==> src/rtl/ifu_fq_if.sv <==
`timescale 1ns/1ps
// ifu_fq_if: bundle of the fetch stage's bus signals.
//   ID side   : i_id_ready, if_to_id_valid, if_to_id_pc, if_to_id_inst
//   EX/ID ctl : bjp_stall, bjp_taken, bjp_target
//   SRAM side : inst_sram_en, inst_sram_addr, inst_sram_rdata
//   debug     : fq_count (queue occupancy, CNT_W bits)
// master = the fetch stage, slave = its surroundings (ID, EX, SRAM).
interface ifu_fq_if #(
  parameter int FQ_DEPTH = 4
) ();
  localparam int CNT_W = $clog2(FQ_DEPTH) + 1;

  logic             i_id_ready;
  logic             if_to_id_valid;
  logic [31:0]      if_to_id_pc;
  logic [31:0]      if_to_id_inst;
  logic             bjp_stall;
  logic             bjp_taken;
  logic [31:0]      bjp_target;
  logic             inst_sram_en;
  logic [31:0]      inst_sram_addr;
  logic [31:0]      inst_sram_rdata;
  logic [CNT_W-1:0] fq_count;

  modport master (
    input  i_id_ready, bjp_stall, bjp_taken, bjp_target, inst_sram_rdata,
    output if_to_id_valid, if_to_id_pc, if_to_id_inst,
           inst_sram_en, inst_sram_addr, fq_count
  );

  modport slave (
    output i_id_ready, bjp_stall, bjp_taken, bjp_target, inst_sram_rdata,
    input  if_to_id_valid, if_to_id_pc, if_to_id_inst,
           inst_sram_en, inst_sram_addr, fq_count
  );
endinterface

==> src/rtl/ifu_fq.sv <==
`timescale 1ns/1ps
// ifu_fq: instruction-fetch stage with a decoupling fetch queue.
// Keeps the fetch PC and a single outstanding SRAM request; returned
// instructions are queued with their PCs so fetch keeps running while ID
// back-pressures. Redirects flush the queue and drop the landing response.
// Ports:
//   clk  : clock, rising edge
//   rst  : synchronous active-high reset
//   bus  : ifu_fq_if.master (ID handshake, redirect/stall, SRAM, fq_count)
module ifu_fq #(
  parameter logic [31:0] RESET_PC = 32'h1c000000,
  parameter int          FQ_DEPTH = 4
) (
  input  logic        clk,
  input  logic        rst,
  ifu_fq_if.master    bus
);
  localparam int AW    = $clog2(FQ_DEPTH);
  localparam int CNT_W = AW + 1;

  logic [31:0]      r_fetch_pc;
  logic             r_vld_p1;
  logic [31:0]      r_pc_p1;
  logic [CNT_W-1:0] r_count;
  logic [AW-1:0]    r_rd_ptr;
  logic [AW-1:0]    r_wr_ptr;
  logic [31:0]      r_q_pc   [FQ_DEPTH];
  logic [31:0]      r_q_inst [FQ_DEPTH];

  logic             w_valid;
  logic             w_pop;
  logic             w_push;
  logic             w_issue;
  logic [31:0]      w_addr;
  logic [CNT_W:0]   w_credit;
  logic [CNT_W:0]   w_need;

  // Head is forced invalid during a redirect so nothing is popped while
  // the queue is being flushed.
  assign w_valid  = (r_count != '0) & ~bus.bjp_taken;
  assign w_pop    = w_valid & bus.i_id_ready;
  assign w_push   = r_vld_p1 & ~bus.bjp_taken;

  // Credits count queued entries plus the outstanding request, so a
  // response always finds a free slot when it lands.
  assign w_credit = {1'b0, r_count} + {{CNT_W{1'b0}}, r_vld_p1};
  assign w_need   = w_credit - {{CNT_W{1'b0}}, w_pop};
  assign w_issue  = ~rst & ~bus.bjp_stall &
                    (bus.bjp_taken | (w_need < (CNT_W+1)'(FQ_DEPTH)));
  assign w_addr   = bus.bjp_taken ? bus.bjp_target : r_fetch_pc;

  assign bus.inst_sram_en   = w_issue;
  assign bus.inst_sram_addr = w_addr;

  // ---- p0 -> p1: request issue, one request in flight ----
  always_ff @(posedge clk) begin
    if (rst) begin
      r_fetch_pc <= RESET_PC;
      r_vld_p1   <= 1'b0;
    end else begin
      r_vld_p1 <= w_issue;
      if (w_issue)
        r_fetch_pc <= w_addr + 32'd4;
      else if (bus.bjp_taken)
        r_fetch_pc <= bus.bjp_target;
    end
  end

  always_ff @(posedge clk) begin
    if (w_issue)
      r_pc_p1 <= w_addr;
  end

  // ---- p1 -> queue: response lands, queue control ----
  always_ff @(posedge clk) begin
    if (rst || bus.bjp_taken) begin
      r_count  <= '0;
      r_rd_ptr <= '0;
      r_wr_ptr <= '0;
    end else begin
      if (w_push)
        r_wr_ptr <= r_wr_ptr + 1'b1;
      if (w_pop)
        r_rd_ptr <= r_rd_ptr + 1'b1;
      case ({w_push, w_pop})
        2'b10:   r_count <= r_count + 1'b1;
        2'b01:   r_count <= r_count - 1'b1;
        default: r_count <= r_count;
      endcase
    end
  end

  always_ff @(posedge clk) begin
    if (w_push && !rst) begin
      r_q_pc[r_wr_ptr]   <= r_pc_p1;
      r_q_inst[r_wr_ptr] <= bus.inst_sram_rdata;
    end
  end

  // Head is read straight from queue registers; data zeroed when invalid.
  assign bus.if_to_id_valid = w_valid;
  assign bus.if_to_id_pc    = w_valid ? r_q_pc[r_rd_ptr]   : 32'd0;
  assign bus.if_to_id_inst  = w_valid ? r_q_inst[r_rd_ptr] : 32'd0;
  assign bus.fq_count       = r_count;
endmodule

==> src/flat_wrapper.sv <==
// flat-port wrapper written by rule: the top's interface ports become plain ports
module ifu_fq_flat 
#(
  parameter logic [31:0] RESET_PC = 32'h1c000000,
  parameter int          FQ_DEPTH = 4
)
  (clk, rst, bus_i_id_ready, bus_bjp_stall, bus_bjp_taken, bus_bjp_target, bus_inst_sram_rdata, bus_if_to_id_valid, bus_if_to_id_pc, bus_if_to_id_inst, bus_inst_sram_en, bus_inst_sram_addr, bus_fq_count);
  ifu_fq_if #(.FQ_DEPTH(FQ_DEPTH)) bus_i ();
  input  logic clk;
  input  logic rst;
  input wire logic [$bits(bus_i.i_id_ready)-1:0] bus_i_id_ready;
  input wire logic [$bits(bus_i.bjp_stall)-1:0] bus_bjp_stall;
  input wire logic [$bits(bus_i.bjp_taken)-1:0] bus_bjp_taken;
  input wire logic [$bits(bus_i.bjp_target)-1:0] bus_bjp_target;
  input wire logic [$bits(bus_i.inst_sram_rdata)-1:0] bus_inst_sram_rdata;
  output wire logic [$bits(bus_i.if_to_id_valid)-1:0] bus_if_to_id_valid;
  output wire logic [$bits(bus_i.if_to_id_pc)-1:0] bus_if_to_id_pc;
  output wire logic [$bits(bus_i.if_to_id_inst)-1:0] bus_if_to_id_inst;
  output wire logic [$bits(bus_i.inst_sram_en)-1:0] bus_inst_sram_en;
  output wire logic [$bits(bus_i.inst_sram_addr)-1:0] bus_inst_sram_addr;
  output wire logic [$bits(bus_i.fq_count)-1:0] bus_fq_count;
  assign bus_i.i_id_ready = bus_i_id_ready;
  assign bus_i.bjp_stall = bus_bjp_stall;
  assign bus_i.bjp_taken = bus_bjp_taken;
  assign bus_i.bjp_target = bus_bjp_target;
  assign bus_i.inst_sram_rdata = bus_inst_sram_rdata;
  assign bus_if_to_id_valid = bus_i.if_to_id_valid;
  assign bus_if_to_id_pc = bus_i.if_to_id_pc;
  assign bus_if_to_id_inst = bus_i.if_to_id_inst;
  assign bus_inst_sram_en = bus_i.inst_sram_en;
  assign bus_inst_sram_addr = bus_i.inst_sram_addr;
  assign bus_fq_count = bus_i.fq_count;
  ifu_fq #(.RESET_PC(RESET_PC), .FQ_DEPTH(FQ_DEPTH)) u_core (.clk(clk), .rst(rst), .bus(bus_i));
endmodule
==> config.mk <==
export PLATFORM = sky130hd
export DESIGN_NAME = ifu_fq_flat
export DESIGN_NICKNAME = d
export VERILOG_FILES = /design/src/rtl/ifu_fq_if.sv /design/src/rtl/ifu_fq.sv /design/src/flat_wrapper.sv
export SDC_FILE = /design/constraint.sdc
export NUM_CORES = 1
export LEC_CHECK = 0
export ABC_AREA = 1
export BUFFER_PORTS_ARGS = -buffer_cell sky130_fd_sc_hd__buf_2
export CAP_MARGIN = 20
export CORE_ASPECT_RATIO = 0.8
export CORE_MARGIN = 1
export CORE_UTILIZATION = 60
export CTS_CLUSTER_DIAMETER = 120
export DETAILED_ROUTE_END_ITERATION = 10
export PLACE_DENSITY = 0.89
export RECOVER_POWER = 50
export REMOVE_ABC_BUFFERS = 1
export SLEW_MARGIN = 25
export SYNTH_ARGS = -nofsm -noshare
export SYNTH_HDL_FRONTEND = slang
export SYNTH_SLANG_ARGS = --single-unit
==> constraint.sdc <==
create_clock -name clk -period 11.6 [get_ports clk]
set_input_delay 1.74 -clock clk [delete_from_list [all_inputs] [get_ports clk]]
set_output_delay 1.74 -clock clk [all_outputs]
set_load 0.05 [all_outputs]
# Word level (Yosys, flattened, before mapping)
# Memory sizes are Yosys's and may differ from the RTL's. A register that Yosys moved wholly into a read port is not among the register bits.
# Index checks and enable logic that the tools add are counted.
# word_totals
memories,2
inputBits,69
mem_bits_rw,256
ff_bits,72
# memory_table
name,words,word_bits,read_ports,rd_ports_with_merged_regs,wr,line_no,source
u_core.r_q_inst,4,32,1,1,1,ifu_fq.sv:28,logic [31:0] r_q_inst [FQ_DEPTH];
u_core.r_q_pc,4,32,1,1,1,ifu_fq.sv:27,logic [31:0] r_q_pc [FQ_DEPTH];
# op_classes
mux,11
reduce_logical,5
bitwise_logic,9
eq_ne,2
n_addsub,7
magnitude_cmp,1
# op_table
op,n
$mux 32,4
$add 32x3->32 const B,1
$mux 2,4
$pmux 3 s2,1
$and 1x1->1,5
$add 2x1->2 const B,2
$add 3x1->4,1
$lt 4x3->1 const B,1
$sub 4x1->4,1
$add 3x1->3 const B,1
$not 1->1,3
$reduce_bool 3->1,1
$sub 3x1->3 const B,1
$eq 2x1->1 const B,1
$eq 2x2->1 const B,1
$mux 1,2
$reduce_bool 2->1,1
$logic_and 1x1->1,1
$logic_not 1->1,1
$logic_or 1x1->1,1
$or 1x1->1,1

# Depth between registers and ports, before layout
# logic_depth
ltp_word,8
ltp_mapped,20
mapped_depth_nobuf,19

# Worst setup path after synthesis
# OpenSTA, ideal clock, no wires.
# synth_path
kind,input -> output
startpoint,input port bus_bjp_taken
endpoint,output port bus_inst_sram_en
required_ns,9.860
path_stages,15
setup_slack_ns,4.800
arrival_ns,5.060
cell_sequence,buf_4 buf_4 a31oi_1 nand2_1 inv_1 ha_1 inv_1 ha_1 nand3_1 nand2_1 nand2_1 nand2_1 nand2_1 a21boi_1 buf_2
# synth_via
elab_chain_len,7
# synth_lines
item,line_no,source
from (decl),flat_wrapper.sv:13,input wire logic [$bits(bus_i.bjp_taken)-1:0] bus_bjp_taken;
$not 1->1,ifu_fq.sv:40,assign w_valid = (r_count != '0) & ~bus.bjp_taken;
$and 1x1->1,ifu_fq.sv:40,
via bus_if_to_id_valid,flat_wrapper.sv:16,output wire logic [$bits(bus_i.if_to_id_valid)-1:0] bus_if_to_id_valid;
$and 1x1->1,ifu_fq.sv:41,assign w_pop = w_valid & bus.i_id_ready;
via u_core.w_pop,ifu_fq.sv:31,logic w_pop;
$sub 4x1->4,ifu_fq.sv:47,"assign w_need = w_credit - {{CNT_W{1'b0}}, w_pop};"
$lt 4x3->1,ifu_fq.sv:49,(bus.bjp_taken | (w_need < (CNT_W+1)'(FQ_DEPTH)));
$or 1x1->1,ifu_fq.sv:49,
$and 1x1->1,ifu_fq.sv:48,assign w_issue = ~rst & ~bus.bjp_stall &
to (decl),flat_wrapper.sv:19,output wire logic [$bits(bus_i.inst_sram_en)-1:0] bus_inst_sram_en;
# The timed path passes the listed nets, and every way through them passes these cells.

# Worst setup path in the final report
# layout_path
startpoint,input port bus_bjp_taken
endpoint,output port bus_inst_sram_en
# layout_via
elab_chain_len,7
# layout_lines
item,line_no
$not 1->1,ifu_fq.sv:40
$and 1x1->1,ifu_fq.sv:40
$and 1x1->1,ifu_fq.sv:41
via u_core.w_pop,ifu_fq.sv:31
$sub 4x1->4,ifu_fq.sv:47
$lt 4x3->1,ifu_fq.sv:49
$or 1x1->1,ifu_fq.sv:49
$and 1x1->1,ifu_fq.sv:48
# The timed path passes the listed nets, and every way through them passes these cells.

==> Flow_metrics.wiki <==
{| class="wikitable"
! Metric !! Value
|-
| Post-cts hold buffer count || 0
|-
| Iter 0 DRT Violations || 935
|-
| Post-cts repair resize count || 0
|-
| Top fanout value on the critical path || 58
|-
| Chip width || 170 µm
|-
| Last weighted congestion value of the routability-driven placer || 0.939
|-
| Min Clock Period, post-route || 7.27 ns
|-
| Tightest Pin Transition || 4.23 ns
|-
| Register-to-register path setup slack || 7.35 ns
|-
| Antenna-violating nets left || 0
|-
| Average cell area after synthesis || 10.7 µm²
|-
| FFs w/ async S/R, synth || 0
|-
| Max Buffers Root-to-Sink || 3
|-
| Filler-free cell count of the finished design || 1744
|-
| Commonest cells post-synth || 325 x nor2_1, 288 x edfxtp_1, 186 x nand2_1
|-
| Post-detail-place hpwl || 17600 µm
|-
| Clock share of power || 0.400
|-
| Class of the tightest hold or removal check || register to register
|-
| Number of flip-flops and latches in the synthesized netlist || 330
|-
| Part of the power in combinational logic || 0.064
|-
| Port Buf Inserts || 169
|-
| Sequential element share of the synthesized area || 0.698
|-
| Number of max-cap violations || 5
|-
| Final Net Count || 1498
|-
| CTS tree || yes
|-
| Number of diodes || 0
|-
| Endpoint of the worst-slack reg-to-reg timing path || u_core.r_q_inst[3][15]$_DFFE_PP_
|-
| Cell Int Power || 0.00191 W
|-
| Detailed-route via count || 9806
|-
| Number of cells produced by synthesis || 1267
|-
| Logic depth of the worst register-to-register path || 3
|-
| Highest achievable clock rate || 138 MHz
|-
| Drt total wl || 31000 µm
|-
| Fraction of post-synthesis cell area in the top cell type by area || 0.636
|-
| Max-slew violations || 301
|-
| Total DRC errors in the routed layout || 0
|-
| Register clock-pin slew on the reported worst setup and hold paths || 0.06 ns
|-
| Crit path required time || 9.86 ns
|-
| Area growth syn-to-layout || 14.9%
|-
| Final setup violation count || 0
|-
| Worst setup path startpoint || bus_bjp_taken
|-
| Antenna violations before repair || 0
|-
| CTS Root Cell || clkbuf_16
|-
| Layout Skew || 0.0152 ns
|-
| Number of global-route vias before repair || 9448
|-
| CP endpoint kind || output pin
|-
| Gr ovfl total || 0
|-
| Number of post-CTS setup repair buffers || 0
|-
| Crit path arrival time || 5.53 ns
|-
| Vias per std cell || 5.62
|-
| Final-layout setup total negative slack || 0 ns
|-
| PnR worst setup slack || 4.33 ns
|-
| Clock latency of the later-clocked register in the worst-skew pair || 0.56 ns
|-
| Number of flops mapped to enable cells by yosys || 288
|-
| Standard-cell row count || 48
|-
| Number of placed instances with taps included || 1686
|-
| Failing checks || max-capacitance violations, max-slew violations
|-
| Startpoint class of the critical path || primary input
|-
| Initial standard-cell utilization of the core || 0.622
|-
| Max-slew headroom at the worst pin || -1.82
|-
| Routed wire per std cell || 17.8 µm
|-
| First-pass GRT wire length || 48000 µm
|-
| Post-synth top area cell || edfxtp_1
|-
| Synth Warn # || 0
|-
| Power density over the cells || 158 nW/µm²
|-
| Height of the chip || 137 µm
|-
| Post-synthesis cell type count || 36
|-
| Number of H-tree levels || 1
|-
| Core Util, Final || 0.714
|-
| Switching power summed over all nets || 0.000560 W
|-
| I/O pin count || 170
|-
| Lkg Pwr || 5.93 nW
|-
| Predominant post-synthesis flop cell || edfxtp_1
|-
| First drt pass iteration count || 5
|-
| Peak supply drop || 0.0989 mV
|-
| RSZ-0062 raised after global routing || false
|-
| Fraction of final layout cells sized beyond drive strength 1 || 0.148
|-
| Placeable Area || 21900 µm²
|-
| Capture point of the worst path || bus_inst_sram_en
|-
| Total power draw || 0.00247 W
|-
| Source of the worst register-to-register timing path || u_core.r_vld_p1$_SDFF_PP0_
|-
| Die area || 23300 µm²
|-
| TritonCTS buffer count || 31
|-
| Final period utilization || 0.626
|-
| Maximum number of pins on one net before global-route repair || 129
|-
| Part of the power in registers || 0.536
|-
| Most area-consuming cells after synthesis || edfxtp_1 64%, nor2_1 9.0%, dfxtp_1 6.2%
|-
| Cell area after technology mapping || 13600 µm²
|-
| Total Routing Usage GR || 0.267
|-
| Kind of critical path || primary input to output pin
|-
| Most common cell in the netlist || nor2_1
|-
| Switching part of the total || 0.227
|-
| Run status || finished, violations left
|-
| Number of sinks handled by clock tree synthesis || 330
|-
| Pre-CTS setup slack || 5.29 ns
|-
| Fin. Hold Viols || 0
|}
[cells in the final DEF (no fill, tap or decap), types with 5 or more instances in the layout]
| cell type | instances |
|---|---|
| a21oi_1 | 83 |
| buf_2 | 134 |
| buf_4 | 5 |
| clkbuf_1 | 43 |
| clkbuf_16 | 32 |
| clkinv_1 | 7 |
| clkinv_2 | 7 |
| dfxtp_1 | 40 |
| edfxtp_1 | 288 |
| ha_1 | 9 |
| inv_1 | 55 |
| nand2_1 | 192 |
| nand3_1 | 21 |
| nor2_1 | 321 |
| nor2_2 | 7 |
| nor2_4 | 5 |
| nor3_1 | 5 |
| o21ai_0 | 145 |
[worst min-delay path by stage]
stage | startpoint | end | cells past startpoint
2_1_floorplan | u_core.r_fetch_pc[0]$_SDFF_PP0_ | u_core.r_fetch_pc[0]$_SDFF_PP0_ | 2
6_report | u_core.r_fetch_pc[0]$_SDFF_PP0_ | u_core.r_fetch_pc[0]$_SDFF_PP0_ | 2
3_3_place_gp | u_core.r_fetch_pc[0]$_SDFF_PP0_ | u_core.r_fetch_pc[0]$_SDFF_PP0_ | 2
4_1_cts | u_core.r_fetch_pc[0]$_SDFF_PP0_ | u_core.r_fetch_pc[0]$_SDFF_PP0_ | 2
3_5_place_dp | u_core.r_fetch_pc[0]$_SDFF_PP0_ | u_core.r_fetch_pc[0]$_SDFF_PP0_ | 2
5_1_grt | u_core.r_fetch_pc[0]$_SDFF_PP0_ | u_core.r_fetch_pc[0]$_SDFF_PP0_ | 2
[layer usage]
metal / global-route usage / vias up / share of wire
met5: 0 / - / 0
met4: 0.0786 / 0 / 0.021
met3: 0.0477 / 65 / 0.085
met2: 0.457 / 472 / 0.48
met1: 0.352 / 4645 / 0.42
li1: - / 4624 / -
[critical path, stage by stage]
cell and delay (ns):
buf_2 0.07, clkbuf_1 1.25, a31oi_1 0.26, nand2_1 0.18, inv_1 0.09, ha_1 0.18
inv_1 0.05, ha_1 0.21, nand3_1 0.10, nand3_1 0.08, nand2_1 0.06, nand2_1 0.10
a21boi_4 0.13, buf_4 0.59, buf_2 0.39
[registers in the layout, summed over array words and instances, names as in the netlist, named ones only]
| signal | cells |
|---|---|
| u_core.r_rd_ptr | 2 |
| u_core.bus.fq_count | 3 |
| u_core.r_fetch_pc | 32 |
| u_core.r_q_inst | 128 |
| u_core.r_wr_ptr | 2 |
| u_core.r_q_pc | 128 |
| u_core.r_vld_p1 | 1 |
| u_core.r_pc_p1 | 32 |
[power by group through the flow]
stage | combinational, W | clock (W) | sequential (W)
global placement | 0.000154 | 0 | 0.00135
CTS | 0.000159 | 0.000999 | 0.00132
detailed placement | 0.000158 | 0 | 0.00135
finish | 0.000158 | 0.000986 | 0.00132
global route | 0.000170 | 0.00104 | 0.00132
floorplan | 0.000102 | 0 | 0.00135
[per-stage QoR]
stage | hold slack, ns | cell area (µm²)
after floorplan | 0.442 | 13300
after global placement | 0.460 | 14700
final | 0.473 | 15600
after global routing | 0.482 | 15600
after detailed placement | 0.469 | 14700
after CTS | 0.475 | 15700
[area by class of cell]
class                      count  area, µm²
clock buffer                  37        840
clock inverter                21        164
fill                        1566       6250
inverter                      59        223
multi-input combinational    817       3650
sequential                   330       9490
tap                          300        375
timing repair buffer         180        870
[cells by family (layout without fill, tap and decap cells)]
group	after synthesis	after routing	synth area share
AND/OR/NAND/NOR	566	566	0.165
flip-flops	330	330	0.698
AO/OA/AOI/OAI	237	237	0.0890
buffers and inverters	120	297	0.0350
adder cells (fa/ha/maj)	10	10	0.00976
XOR/XNOR	4	4	0.00258
(Power assumes the default switching activity.)
